==> src/rtl/mem_arbiter_pkg.sv <==
// mem_arbiter_pkg: shared widths, FSM/grant encodings and line alignment helper
package mem_arbiter_pkg;
  localparam int ADDR_W = 32;
  localparam int LINE_W = 128;
  localparam int OFF_W = 4;
  typedef enum logic [1:0] {ARB_IDLE, ARB_BUSY, ARB_DONE} arb_state_t;
  typedef enum logic {GNT_I = 1'b0, GNT_D = 1'b1} gnt_t;
  function automatic logic [ADDR_W-1:0] line_align(input logic [ADDR_W-1:0] a);
    return a & ~ADDR_W'((1 << OFF_W) - 1);
  endfunction
endpackage

==> src/rtl/mem_arbiter_rr2.sv <==
// arb_rr2: two-way round-robin picker; bit 0 = iCache, bit 1 = dCache
module arb_rr2
  import mem_arbiter_pkg::*;
(
  input  logic [1:0] req,
  input  gnt_t       last,
  output logic [1:0] gnt
);
  always_comb gnt = &req ? (last == GNT_D ? 2'b01 : 2'b10) : req;
endmodule

==> src/rtl/mem_arbiter.sv <==
// mem_arbiter: shares the memory line port between iCache and dCache, one transaction per grant
module mem_arbiter
  import mem_arbiter_pkg::*;
(
  input  logic              clk,
  input  logic              rst,
  input  logic              ic_req,
  input  logic [ADDR_W-1:0] ic_addr,
  output logic              ic_ready,
  output logic [LINE_W-1:0] ic_line,
  input  logic              dc_req,
  input  logic              dc_we,
  input  logic [ADDR_W-1:0] dc_addr,
  input  logic [LINE_W-1:0] dc_wdata,
  output logic              dc_ready,
  output logic [LINE_W-1:0] dc_line,
  output logic              mem_req,
  output logic              mem_we,
  output logic [ADDR_W-1:0] mem_addr,
  output logic [LINE_W-1:0] mem_wdata,
  input  logic              mem_ready,
  input  logic [LINE_W-1:0] mem_rdata,
  output logic              busy
);
  arb_state_t state;
  gnt_t grant, last_grant;
  logic [1:0] gnt;
  arb_rr2 u_rr (.req({dc_req, ic_req}), .last(last_grant), .gnt(gnt));
  always_ff @(posedge clk or negedge rst) begin
    if (!rst) begin
      state <= ARB_IDLE;
      grant <= GNT_I;
      last_grant <= GNT_I;
      mem_req <= 1'b0;
      mem_we <= 1'b0;
      mem_addr <= '0;
      mem_wdata <= '0;
      ic_ready <= 1'b0;
      dc_ready <= 1'b0;
      ic_line <= '0;
      dc_line <= '0;
      busy <= 1'b0;
    end else begin
      case (state)
        ARB_IDLE: if (|gnt) begin
          grant <= gnt[1] ? GNT_D : GNT_I;
          mem_addr <= line_align(gnt[1] ? dc_addr : ic_addr);
          mem_we <= gnt[1] & dc_we;
          mem_wdata <= gnt[1] ? dc_wdata : '0;
          mem_req <= 1'b1;
          busy <= 1'b1;
          state <= ARB_BUSY;
        end
        ARB_BUSY: if (mem_ready) begin
          if (!mem_we && grant == GNT_I) ic_line <= mem_rdata;
          if (!mem_we && grant == GNT_D) dc_line <= mem_rdata;
          ic_ready <= grant == GNT_I;
          dc_ready <= grant == GNT_D;
          mem_req <= 1'b0;
          state <= ARB_DONE;
        end
        default: begin
          ic_ready <= 1'b0;
          dc_ready <= 1'b0;
          last_grant <= grant;
          busy <= 1'b0;
          state <= ARB_IDLE;
        end
      endcase
    end
  end
endmodule

==> config.mk <==
export PLATFORM = sky130hd
export DESIGN_NAME = mem_arbiter
export DESIGN_NICKNAME = d
export VERILOG_FILES = /design/src/rtl/mem_arbiter_pkg.sv /design/src/rtl/mem_arbiter_rr2.sv /design/src/rtl/mem_arbiter.sv
export SDC_FILE = /design/constraint.sdc
export NUM_CORES = 1
export LEC_CHECK = 0
export ABC_AREA = 1
export CORE_AREA = 2 2 293 295
export CTS_BUF_LIST = sky130_fd_sc_hd__clkbuf_2 sky130_fd_sc_hd__clkbuf_4 sky130_fd_sc_hd__clkbuf_8
export DETAILED_ROUTE_END_ITERATION = 10
export DIE_AREA = 0 0 295 297
export SLEW_MARGIN = 0
export SYNTH_ARGS = -nofsm -noshare
export SYNTH_HDL_FRONTEND = slang
export SYNTH_SLANG_ARGS = --single-unit
==> constraint.sdc <==
create_clock -name clk -period 1.7 [get_ports clk]
set_clock_uncertainty 0.2 [all_clocks]
set_input_delay 0.255 -clock clk [delete_from_list [all_inputs] [get_ports clk]]
set_output_delay 0.255 -clock clk [all_outputs]
set_load 0.01 [all_outputs]
==> reports/qor.csv <==
stage,metric,value,unit
status,status,finished with violations,
status,failing checks,setup timing,
floorplan,# IOs,747,
place,Port-buffer cells,734,
floorplan,Die X,295,um
global_route,GRT Util Overall,17.7,%
route,DRC,0,
sta,Worst Slack Setup Final,-0.215,ns
setup_path,crit path DAT,2.23,ns
run,Max Cap Violations,0,
setup_path,worst path cell trace,buf_6 > nor2_4 > buf_12 > nand3_4 > buf_12 > buf_8 > clkbuf_16 > nand2_2 > nand2_1,
logic_synthesis,register area share after synthesis,61.6,%
logic_synthesis,mux cell area share after synthesis,0,%
power_and_ir_drop,pwr/cell area,1770,nW/um^2
sta,Slew Limit Fails,0,
floorplan,die span in y,297,um
logic_synthesis,"Avg Cell Area, Syn",8.82,sq um
place,Inst Count DP,3791,
route,detailed-route wire length per cell,19.5,um
logic_synthesis,number of synthesized flops with an enable pin,0,
global_route,Overflow after GRT,0,
floorplan,initial core utilization,20.3,%
setup_path,Crit. End Element,flop,
sta,Final Setup Violations,385,
logic_synthesis,top cell type's share of synthesized area,61.6,%
min_path,Worst Hold End,mem_wdata[64],
global_route,global-route wire length before repair,119000,um
sta,hold slack,0.0785,ns
clock_tree,"Clk pin slew, worst setup/hold paths",0.06,ns
logic_synthesis,most frequent cell after synthesis,nand2_1,
logic_synthesis,Compound-Gate Fraction of Synth Area,3.92,%
power_and_ir_drop,Pwr Total,0.0565,W
route,Post-Route WL,84000,um
sta,worst-margin pin slew,0.501,ns
clock_tree,CTS tree,built,
route,Vias/cell,4.30,
place,worst slack at placement,-0.266,ns
setup_path,CP max stage cell,dfrtp_2,
clock_tree,CTS Root Cell,clkbuf_8,
place,placer congestion estimate,0.862,
sta,RSZ-0062 raised after global routing,true,
floorplan,Placeable Area,84500,sq um
sta,Relative slew margins,66.4,%
clock_tree,CTS Buf Count,77,
sta,Final min period,1.91,ns
clock_tree,H-tree depth,3,
route,First-pass DRT Iterations,7,
logic_synthesis,cells after synthesis,1940,
setup_path,R2R cell count,9,
logic_synthesis,simple-gate portion of the synthesized area,29.7,%
sta,f_max,0.522,GHz
setup_path,critical path peak fanout,8,
setup_path,reg2reg start,mem_we,
place,DP HPWL,55800,um
setup_path,"CP delay by family, top",buffers and inverters,
logic_synthesis,top post-synthesis cells by count,"nand2_1 (921), dfrtp_1 (421), nand3_1 (160)",
setup_path,Worst setup SP type,flop,
clock_tree,clock latency on the worst-skew pair,0.63,ns
setup_path,critical setup path kind,reg2reg,
sta,Final period util,113,%
finish,Final #Nets,3433,
sta,final hold vios,0,
global_route,vias in the first global route,18900,
power_and_ir_drop,Leak Pwr,16.2,nW
floorplan,die area,87600,sq um
route,Vias,18500,
logic_synthesis,Yosys cell types,17,
power_and_ir_drop,worst vdd ir,1.06,mV
finish,Layout area overhead,86.6,%
clock_tree,CTS Sinks,421,
logic_synthesis,leading area contributor after synthesis,dfrtp_1,
setup_path,Reg-to-Reg End,ic_line[41],
logic_synthesis,Synth Register Bits,421,
logic_synthesis,yosys warns,0,
global_route,initial antenna violation count,2,
finish,Non-Filler Instances,4311,
logic_synthesis,Post-synth top flop,dfrtp_1,
min_path,WHS Path Cells,3,
logic_synthesis,largest family of logic cells by synthesized area,simple AND/OR/NAND/NOR gates,
setup_path,"Largest stage delay, worst path",0.51,ns
setup_path,CP Data Required Time,2.02,ns
global_route,largest net degree at the start of global routing,78,
floorplan,row cnt,107,
logic_synthesis,main area contributors after synthesis,"dfrtp_1 (62%), nand2_1 (20%), nand3_1 (4.7%), nand4_1 (4.7%), o21ai_0 (3.5%)",
route,initial DRC count,1113,
finish,Final Core Density,37.8,%
min_path,min-delay src,dc_wdata[64],
logic_synthesis,cell area after synthesis,17100,sq um
finish,fraction of layout cells with a size suffix above 1,27.6,%
setup_path,Buf/Inv on CP,5,
logic_synthesis,Synth Area in XOR/XNOR,0,%
logic_synthesis,async set-reset flop share out of synthesis,100,%
setup_path,r2r setup slk,-0.21,ns
logic_synthesis,Synth Area in Adders,0,%
min_path,Hold Path Class,in2reg,
clock_tree,CTS max path bufs,3,
setup_path,"most used cell, CP",buf_12,
route,post-route ant nets,0,
==> layout by cell type (no fill, tap or decap), types with 3 or more instances in the layout <==
cell type / n
nor2_4: 4
buf_2: 262
conb_1: 4
dfrtp_2: 9
clkbuf_8: 101
nand4_1: 128
buf_16: 16
buf_12: 48
buf_4: 142
buf_6: 160
clkdlybuf4s50_1: 315
clkbuf_16: 26
o21ai_2: 3
clkinv_2: 12
buf_8: 5
dlygate4sd3_1: 271
diode_2: 3
o21ai_0: 102
clkbuf_4: 17
dfrtp_1: 412
nand3_1: 158
inv_1: 5
nand2_4: 18
o21ai_1: 28
nand2_1: 866
nand2_2: 37
==> cell type report <==
class	count	area (sq um)
diodes	3	7.51
flip-flops and latches	421	10500
fillers	8435	52500
clock inverters	18	148
well taps	1144	1430
repair buffers	1245	12200
inverters	9	38.8
multi-input cells	1353	6080
clock buffers	118	1520
==> metal layers <==
metal | up-vias | track usage (%) | wire (um)
met5 | - | 0 | 0
met4 | 0 | 7.94 | 3750
met3 | 153 | 4.68 | 6800
met2 | 847 | 29.7 | 40600
met1 | 8850 | 21.2 | 32800
li1 | 8680 | - | -
==> cell families after synthesis <==
logic type / count (synthesis)
simple gates: 1215
other cells: 1
compound gates: 134
buf+inv: 169
flops: 421
==> registers in the layout, indices dropped and copies added (netlist names) <==
register,count
state,2
mem_we,1
mem_wdata,128
ic_line,128
dc_line,128
busy,1
ic_ready,1
dc_ready,1
last_grant,1
mem_addr,28
mem_req,1
grant,1
==> tightest hold or removal path: stages <==
cell and delay [ns]:
clkdlybuf4s50_1 0.45, nand3_1 0.10, nand2_1 0.05
==> metrics by stage <==
step | cell area, sq um | TNS [ns]
floorplan | 17100 | 0
global placement | 26700 | -77.49
detailed placement | 26700 | -79.56
CTS | 30900 | -34.39
global route | 31900 | -67.33
finish | 31900 | -26.34
==> where the power goes <==
part           internal, W  total, W  switching [W]
clock              0.00588    0.0105        0.00458
combinational       0.0136    0.0283         0.0147
sequential          0.0146    0.0177        0.00314
==> how the worst max path moves through the flow <==
stage | from | end | slack, ns | cells past startpoint
4_1_cts | mem_we | mem_we | -0.27 | 2
6_report | mem_we | ic_line[41] | -0.21 | 9
2_1_floorplan | state[1] | mem_wdata[100] | 0.16 | 7
5_1_grt | mem_we | ic_line[41] | -0.31 | 9
3_3_place_gp | dc_req | mem_wdata[62] | -0.27 | 7
3_5_place_dp | mem_we | dc_line[70] | -0.27 | 6
==> timing repair <==
item,4_1_cts,5_1_grt
hold endpoints to repair,778,12
hold buffers,271,1
resized for setup,1916,123
endpoints found under the setup margin,797,699
buffers inserted,68,11
cloned,7,27
pin swaps,8,37
Note: power is estimated with default switching activity, not from simulation.
